`src/rtl/mem_common.sv`:
```
// Shared front-end fetch / memory types, line geometry and fetch-buffer state encoding.
package mem_common;

  localparam int PADDR_W    = 32;
  localparam int LINE_BYTES = 64;
  localparam int LINE_OFF_W = $clog2(LINE_BYTES);
  localparam int LINE_W     = 8 * LINE_BYTES;
  localparam int FE_ID_W    = 4;

  typedef struct packed {
    logic               valid;
    logic [PADDR_W-1:0] addr;
    logic [FE_ID_W-1:0] id;
  } t_fe_fb_req;

  typedef struct packed {
    logic               valid;
    logic [FE_ID_W-1:0] id;
    logic [PADDR_W-1:0] pc;
    logic [31:0]        instr;
  } t_fb_fe_rsp;

  typedef struct packed {
    logic               valid;
    logic [PADDR_W-1:0] addr;
  } t_fb_mem_req;

  typedef struct packed {
    logic              valid;
    logic [LINE_W-1:0] data;
  } t_mem_fb_rsp;

  typedef enum logic [2:0] {
    FB_IDLE,
    FB_HIT_RSP,
    FB_MISS_REQ,
    FB_WAIT,
    FB_FILL_RSP,
    FB_DROP
  } t_fb_state;

endpackage

```
`src/rtl/fe_fb_tag_array.sv`:
```
// Fully-associative line store for the fetch buffer: tags, valid bits, line data,
// one-hot lookup with word select, and a round-robin fill port.
module fe_fb_tag_array #(
  parameter int NUM_ENTRIES = 4,
  parameter int LINE_BYTES  = 64,
  parameter int PADDR_W     = 32,
  localparam int LINE_W     = 8 * LINE_BYTES,
  localparam int LOFF_W     = $clog2(LINE_BYTES),
  localparam int WIDX_W     = LOFF_W - 2,
  localparam int TAG_W      = PADDR_W - LOFF_W
) (
  input  logic              clk,
  input  logic              reset,
  input  logic [TAG_W-1:0]  lookup_tag,
  input  logic [WIDX_W-1:0] lookup_widx,
  output logic              lookup_hit,
  output logic [31:0]       lookup_word,
  input  logic              fill_en,
  input  logic [TAG_W-1:0]  fill_tag,
  input  logic [LINE_W-1:0] fill_data
);

  localparam int PTR_W = $clog2(NUM_ENTRIES);

  logic [NUM_ENTRIES-1:0] valid_q;
  logic [TAG_W-1:0]       tag_q  [NUM_ENTRIES];
  logic [LINE_W-1:0]      data_q [NUM_ENTRIES];
  logic [PTR_W-1:0]       repl_ptr;
  logic [NUM_ENTRIES-1:0] hit_way;

  always_ff @(posedge clk) begin
    if (reset) begin
      valid_q  <= '0;
      repl_ptr <= '0;
    end else if (fill_en) begin
      valid_q[repl_ptr] <= 1'b1;
      repl_ptr          <= repl_ptr + PTR_W'(1);
    end
  end

  // Payload needs no reset: an entry is only visible once its valid bit is set.
  always_ff @(posedge clk) begin
    if (fill_en) begin
      tag_q[repl_ptr]  <= fill_tag;
      data_q[repl_ptr] <= fill_data;
    end
  end

  // Tags are unique, so OR-ing the masked words yields the single hit word.
  always_comb begin
    hit_way     = '0;
    lookup_word = '0;
    for (int i = 0; i < NUM_ENTRIES; i++) begin
      hit_way[i] = valid_q[i] && (tag_q[i] == lookup_tag);
      if (hit_way[i])
        lookup_word = lookup_word | data_q[i][{lookup_widx, 5'b00000} +: 32];
    end
  end

  assign lookup_hit = |hit_way;

endmodule

```
`src/rtl/fe_fb.sv`:
```
// Fetch buffer: answers single-outstanding fetch requests from a small line buffer,
// filling misses from memory. Optional hit/miss counters under FE_FB_HIT_CNT_EN.
//
// state        | meaning
// FB_IDLE      | ready for a request; lookup done in the accepting cycle
// FB_HIT_RSP   | hit response on the outputs; a new request may be accepted
// FB_MISS_REQ  | line-fill request on the outputs
// FB_WAIT      | waiting for fill data
// FB_FILL_RSP  | response with the filled word on the outputs
// FB_DROP      | flushed while waiting; fill the line, send nothing
module fe_fb #(
  parameter int NUM_ENTRIES = 4,
  parameter int LINE_BYTES  = 64,
  parameter int PADDR_W     = 32
) (
  input  logic                    clk,
  input  logic                    reset,
  input  logic                    fe_fb_req_valid,
  input  logic [PADDR_W-1:0]      fe_fb_req_addr,
  input  logic [3:0]              fe_fb_req_id,
  output logic                    fb_fe_rsp_valid,
  output logic [3:0]              fb_fe_rsp_id,
  output logic [PADDR_W-1:0]      fb_fe_rsp_pc,
  output logic [31:0]             fb_fe_rsp_instr,
  input  logic                    flush,
  output logic                    fb_mem_req_valid,
  output logic [PADDR_W-1:0]      fb_mem_req_addr,
  input  logic                    mem_fb_rsp_valid,
  input  logic [8*LINE_BYTES-1:0] mem_fb_rsp_data
`ifdef FE_FB_HIT_CNT_EN
  ,
  output logic [31:0]             hit_cnt,
  output logic [31:0]             miss_cnt
`endif
);

  import mem_common::*;

  localparam int LOFF_W = $clog2(LINE_BYTES);
  localparam int WIDX_W = LOFF_W - 2;
  localparam int TAG_W  = PADDR_W - LOFF_W;

  t_fb_state          state;
  logic [PADDR_W-1:0] req_addr_q;
  logic [3:0]         req_id_q;
  logic               rsp_valid_q;
  logic               mem_req_q;

  logic               accept;
  logic               lookup_hit;
  logic [31:0]        lookup_word;
  logic               fill_en;
  logic [31:0]        fill_word;

  assign accept  = fe_fb_req_valid && !flush &&
                   (state == FB_IDLE || state == FB_HIT_RSP);
  assign fill_en = mem_fb_rsp_valid && (state == FB_WAIT || state == FB_DROP);
  assign fill_word = mem_fb_rsp_data[{req_addr_q[LOFF_W-1:2], 5'b00000} +: 32];

  fe_fb_tag_array #(
    .NUM_ENTRIES (NUM_ENTRIES),
    .LINE_BYTES  (LINE_BYTES),
    .PADDR_W     (PADDR_W)
  ) u_tag_array (
    .clk         (clk),
    .reset       (reset),
    .lookup_tag  (fe_fb_req_addr[PADDR_W-1:LOFF_W]),
    .lookup_widx (fe_fb_req_addr[LOFF_W-1:2]),
    .lookup_hit  (lookup_hit),
    .lookup_word (lookup_word),
    .fill_en     (fill_en),
    .fill_tag    (req_addr_q[PADDR_W-1:LOFF_W]),
    .fill_data   (mem_fb_rsp_data)
  );

  always_ff @(posedge clk) begin
    if (reset) begin
      state           <= FB_IDLE;
      req_addr_q      <= '0;
      req_id_q        <= '0;
      rsp_valid_q     <= 1'b0;
      fb_fe_rsp_id    <= '0;
      fb_fe_rsp_pc    <= '0;
      fb_fe_rsp_instr <= '0;
      mem_req_q       <= 1'b0;
      fb_mem_req_addr <= '0;
    end else begin
      rsp_valid_q <= 1'b0;
      mem_req_q   <= 1'b0;
      case (state)
        FB_IDLE, FB_HIT_RSP: begin
          state <= FB_IDLE;
          if (accept) begin
            req_addr_q <= fe_fb_req_addr;
            req_id_q   <= fe_fb_req_id;
            if (lookup_hit) begin
              state           <= FB_HIT_RSP;
              rsp_valid_q     <= 1'b1;
              fb_fe_rsp_id    <= fe_fb_req_id;
              fb_fe_rsp_pc    <= fe_fb_req_addr;
              fb_fe_rsp_instr <= lookup_word;
            end else begin
              state           <= FB_MISS_REQ;
              mem_req_q       <= 1'b1;
              fb_mem_req_addr <= {fe_fb_req_addr[PADDR_W-1:LOFF_W], {LOFF_W{1'b0}}};
            end
          end
        end
        FB_MISS_REQ: state <= flush ? FB_IDLE : FB_WAIT;
        FB_WAIT: begin
          if (mem_fb_rsp_valid) begin
            if (flush) begin
              state <= FB_IDLE;
            end else begin
              state           <= FB_FILL_RSP;
              rsp_valid_q     <= 1'b1;
              fb_fe_rsp_id    <= req_id_q;
              fb_fe_rsp_pc    <= req_addr_q;
              fb_fe_rsp_instr <= fill_word;
            end
          end else if (flush) begin
            state <= FB_DROP;
          end
        end
        FB_FILL_RSP: state <= FB_IDLE;
        FB_DROP:     if (mem_fb_rsp_valid) state <= FB_IDLE;
        default:     state <= FB_IDLE;
      endcase
    end
  end

  // Flush lands on the cycle the pulse is presented, so it gates the registered valids.
  assign fb_fe_rsp_valid  = rsp_valid_q && !(flush && state == FB_FILL_RSP);
  assign fb_mem_req_valid = mem_req_q && !flush;

`ifdef FE_FB_HIT_CNT_EN
  always_ff @(posedge clk) begin
    if (reset) begin
      hit_cnt  <= '0;
      miss_cnt <= '0;
    end else if (accept) begin
      if (lookup_hit) begin
        if (hit_cnt != 32'hFFFF_FFFF) hit_cnt <= hit_cnt + 32'd1;
      end else begin
        if (miss_cnt != 32'hFFFF_FFFF) miss_cnt <= miss_cnt + 32'd1;
      end
    end
  end
`endif

  a_no_req_while_busy: assert property (@(posedge clk) disable iff (reset)
    fe_fb_req_valid |-> !(state == FB_MISS_REQ || state == FB_WAIT || state == FB_FILL_RSP));

endmodule

```
`config.mk`:
```
export PLATFORM = sky130hd
export DESIGN_NAME = fe_fb
export DESIGN_NICKNAME = d
export VERILOG_FILES = /design/src/rtl/mem_common.sv /design/src/rtl/fe_fb_tag_array.sv /design/src/rtl/fe_fb.sv
export SDC_FILE = /design/constraint.sdc
export NUM_CORES = 2
export LEC_CHECK = 0
export CAP_MARGIN = 20
export CELL_PAD_IN_SITES_DETAIL_PLACEMENT = 0
export CELL_PAD_IN_SITES_GLOBAL_PLACEMENT = 1
export CORE_MARGIN = 2
export CORE_UTILIZATION = 51
export DETAILED_ROUTE_END_ITERATION = 16
export PLACE_DENSITY = 0.88
export SETUP_SLACK_MARGIN = 0.4
export SKIP_CTS_REPAIR_TIMING = 1
export SYNTH_ARGS = -nofsm -noshare
export SYNTH_HDL_FRONTEND = slang
export SYNTH_SLANG_ARGS = --single-unit
```
`constraint.sdc`:
```
create_clock -name clk -period 21.1 [get_ports clk]
set_clock_uncertainty 0.05 [all_clocks]
set_input_delay 4.22 -clock clk [delete_from_list [all_inputs] [get_ports clk]]
set_output_delay 4.22 -clock clk [all_outputs]
set_load 0.02 [all_outputs]
```
==> flow_metrics.py <==
metrics = {
    "setup_path": {
        "worstPathMaxFanout": 7,
        "critPathLaunchType": "input pin",
        "rr_worst_depth": 8,
        "cpMostUsedCell": "clkdlybuf4s50_1",
        "r2r_end": "u_tag_array.data_q[3][281]",
        "crit_type": "in2out",
        "worst_ep_arrival_time_ns": 5.63,
        "r2r_start": "state[1]",
        "cp_top_family": "buffers and inverters",
        "required_ns": 16.83,
        "cpPeakStageDelay_ns": 0.63,
        "cp_cell_sequence": "clkdlybuf4s50_1 -> a31oi_1 -> clkdlybuf4s50_1",
        "worst-path-buf-inv": 2,
        "slowest_stage": "clkdlybuf4s50_1",
        "r2r_slack_ns": 15.10,
        "crit_path_end_kind": "output pin",
    },
    "global_route": {
        "antenna_found_initial": 120,
        "grt_pass1_wl_microns": 372000,
        "grt_max_degree": 175,
        "grt_pass1_vias": 51402,
        "overflow": 0,
        "grt_use_total_pct": 28.4,
    },
    "floorplan": {
        "chipWidth_microns": 430,
        "start_util_pct": 51.2,
        "core_region_area_sq_um": 180000,
        "die_area_sq_um": 185000,
        "ios": 655,
        "num_rows": 156,
        "die_h_microns": 430,
    },
    "synth": {
        "ys_seq_area_share_pct": 73.0,
        "syn_area_sq_um": 92400,
        "ys_warn_count": 0,
        "synth_edf_count": 2152,
        "syn_inst": 4497,
        "ys_types": 62,
        "synth-async-reset-ratio_pct": 0,
        "synth_area_per_cell_sq_um": 20.5,
        "synth-main-ff-cell": "edfxtp_1",
        "synth-seq-cells": 2293,
    },
    "power_and_ir_drop": {
        "power.density_nw_per_um2": 87.6,
        "p_int_mw": 7.39,
        "power_frac_comb_pct": 6.4,
        "finalPower_mw": 9.46,
        "p_seq_share_pct": 52.8,
        "max-vdd-ir-drop_mv": 0.0725,
        "p_switching_mw": 2.07,
        "p_clk_share_pct": 40.8,
        "p_sw_share_pct": 21.9,
        "leakagePower_nw": 33.7,
    },
    "timing": {
        "slew_viol_final": 0,
        "finalSetupViolations": 0,
        "maxSlewHeadroom_pct": 15.5,
        "rsz0062_at_grt": "no",
        "tns_ns": 0,
        "period_needed_ns": 9.90,
        "tightest_slew_ns": 1.27,
        "final_hold_viol_count": 0,
        "clock.fmax_mhz": 101,
        "fin_crit_sh_pct": 46.9,
        "worst_slack_ns": 11.20,
        "whs_ns": 0.403,
    },
    "detailed_routing": {
        "post_drt_wl_per_cell_microns": 33.9,
        "dr.max_layer_used": "met5",
        "drc": 0,
        "drtAntennaViolNets": 0,
        "drt_iter0_drc": 7117,
        "num_vias": 51062,
        "drt-pass1-iter-count": 10,
        "wl_met2_microns": 131000,
        "wl_met1_microns": 89900,
        "via_per_inst": 6.54,
        "wl_microns": 265000,
        "wl_met3_microns": 28300,
    },
    "place": {
        "hpwl_microns": 164000,
        "dp.cells": 7300,
        "io_buffers": 648,
        "place_ws_ns": 11.21,
        "gp_congestion": 0.868,
    },
    "cells_and_area": {
        "nets": 5709,
        "fin_cells": 7807,
        "syn_to_final_growth_pct": 16.9,
        "drive_above_1_share_pct": 21.3,
    },
    "clock_network": {
        "tritoncts": "done",
        "cts_buffers": 219,
        "clk_latency_ns": 0.90,
        "clock_path_buffers": 3,
        "cts_htree_levels": 4,
        "cts_root_buffer": "clkbuf_16",
        "clkSlewWorstSetupHoldPaths_ns": 0.06,
        "cts.sinks": 2293,
    },
    "min_path": {
        "hold_depth": 2,
        "hp-start": "req_id_q[3]",
        "holdPathEnd": "req_id_q[3]",
        "hp-class": "reg2reg",
    },
    "status": {
        "outcome": "finished clean",
    },
    "flow_run": {
        "maxCapViolCount": 0,
    },
}
-- synthesized netlist by cell type, types with 4 or more instances --
master,instances,area share [%]
edfxtp_1,2152,70
mux4_2,660,16
nand2_1,185,0.75
nor2_1,146,0.59
dfxtp_1,141,3.1
clkbuf_1,118,0.48
mux2i_1,108,1.2
xnor2_1,86,0.82
a21oi_1,76,0.41
buf_2,76,0.41
a22oi_1,62,0.50
o21ai_0,58,0.31
o22ai_1,57,0.39
nor2b_1,53,0.36
buf_4,50,0.41
a211oi_1,44,0.36
nand4_1,40,0.27
a311oi_1,37,0.35
buf_6,36,0.44
nor4_1,32,0.22
o41ai_1,26,0.25
o221ai_1,24,0.23
xor2_1,24,0.23
a22o_1,17,0.16
o21ai_1,16,0.087
o32ai_1,15,0.14
and2_1,14,0.095
buf_8,13,0.21
nor3_1,13,0.070
and3_1,12,0.081
buf_12,11,0.24
inv_1,11,0.045
buf_1,8,0.033
a221oi_1,7,0.066
nand3_1,7,0.038
o41ai_2,6,0.11
or2_2,5,0.034
a222oi_1,4,0.043
ha_1,4,0.054
nand2b_1,4,0.027
nor4_2,4,0.054
-- worst max-delay path by stage --
stage                      from                  endpoint  slack [ns]  cells after the start
3_3_place_gp              flush           fb_fe_rsp_valid       11.25                      3
2_1_floorplan  mem_fb_rsp_valid  u_tag_array.data_q[1][0]        3.35                      3
5_1_grt                   flush           fb_fe_rsp_valid       11.17                      3
3_5_place_dp              flush           fb_fe_rsp_valid       11.21                      3
4_1_cts                   flush           fb_fe_rsp_valid       11.20                      3
6_report                  flush           fb_fe_rsp_valid       11.20                      3
-- logic make-up after synthesis --
| logic type | count (synthesis) | synth area share [%] |
|---|---|---|
| simple gates | 530 | 2.75 |
| mux | 771 | 17.3 |
| other cells | 1 | 0.00406 |
| flops | 2293 | 73.0 |
| compound gates | 465 | 3.59 |
| xor+xnor | 110 | 1.04 |
| fa+ha+maj | 4 | 0.0542 |
| buf+inv | 323 | 2.26 |
-- layout by cell type (no fill, tap or decap), drive strengths merged, types with 37 or more instances in the layout --
| cell | instances |
|---|---|
| o22ai | 57 |
| a22oi | 62 |
| clkdlybuf4s50 | 643 |
| buf | 98 |
| a21oi | 76 |
| nor2 | 146 |
| nand4 | 40 |
| dfxtp | 141 |
| o21ai | 74 |
| nor2b | 53 |
| nor4 | 37 |
| a211oi | 46 |
| xnor2 | 86 |
| mux2i | 108 |
| edfxtp | 2152 |
| clkbuf | 281 |
| clkinv | 102 |
| mux4 | 660 |
| a311oi | 37 |
| diode | 96 |
| nand2 | 186 |
-- registers in the layout (all words and copies together), names as in the netlist --
register and count:
fb_mem_req_addr 26, fb_fe_rsp_pc 32, u_tag_array.data_q 2048, state 3
req_addr_q 32, fb_fe_rsp_id 4, rsp_valid_q 1, req_id_q 4
mem_req_q 1, u_tag_array.tag_q 104, u_tag_array.repl_ptr 2, fb_fe_rsp_instr 32
u_tag_array.valid_q 4
-- per-stage QoR --
step                util [%]  cell area, sq um
floorplan                  -             92400
global placement        55.8            101000
detailed placement      55.8            101000
CTS                     59.7            108000
global route            59.8            108000
finish                  59.9            108000
-- area by class of cell --
class / count / area [sq um]
antenna: 96 / 240
multi-input combinational: 1886 / 23000
fill: 12502 / 72400
sequential: 2293 / 67500
inverter: 11 / 43.8
timing repair buffer: 741 / 7280
clock buffer: 281 / 5900
clock inverter: 129 / 1140
tap: 2370 / 2970
-- power groups by stage --
stage	combinational (mW)	clock [mW]	sequential [mW]
CTS	0.607	3.89	4.99
global placement	0.595	0	5.09
detailed placement	0.602	0	5.09
floorplan	0.309	0	5.09
global route	0.635	4.05	4.99
finish	0.609	3.86	4.99
-- worst register-to-register path: stages (launching register included) --
cell	delay, ns
dfxtp_1	0.42
nor2b_1	0.40
nor2_1	0.10
nor2_1	0.49
and2_4	0.77
buf_4	0.70
buf_4	0.93
buf_4	0.82
buf_4	0.86
-- layer usage --
metal	up-vias	track usage [%]
met3	667	6.83
met5	-	0.156
met4	44	16.5
met1	26290	35.4
li1	20267	-
met2	3794	45.8
Power figures use the tool's default switching activity.
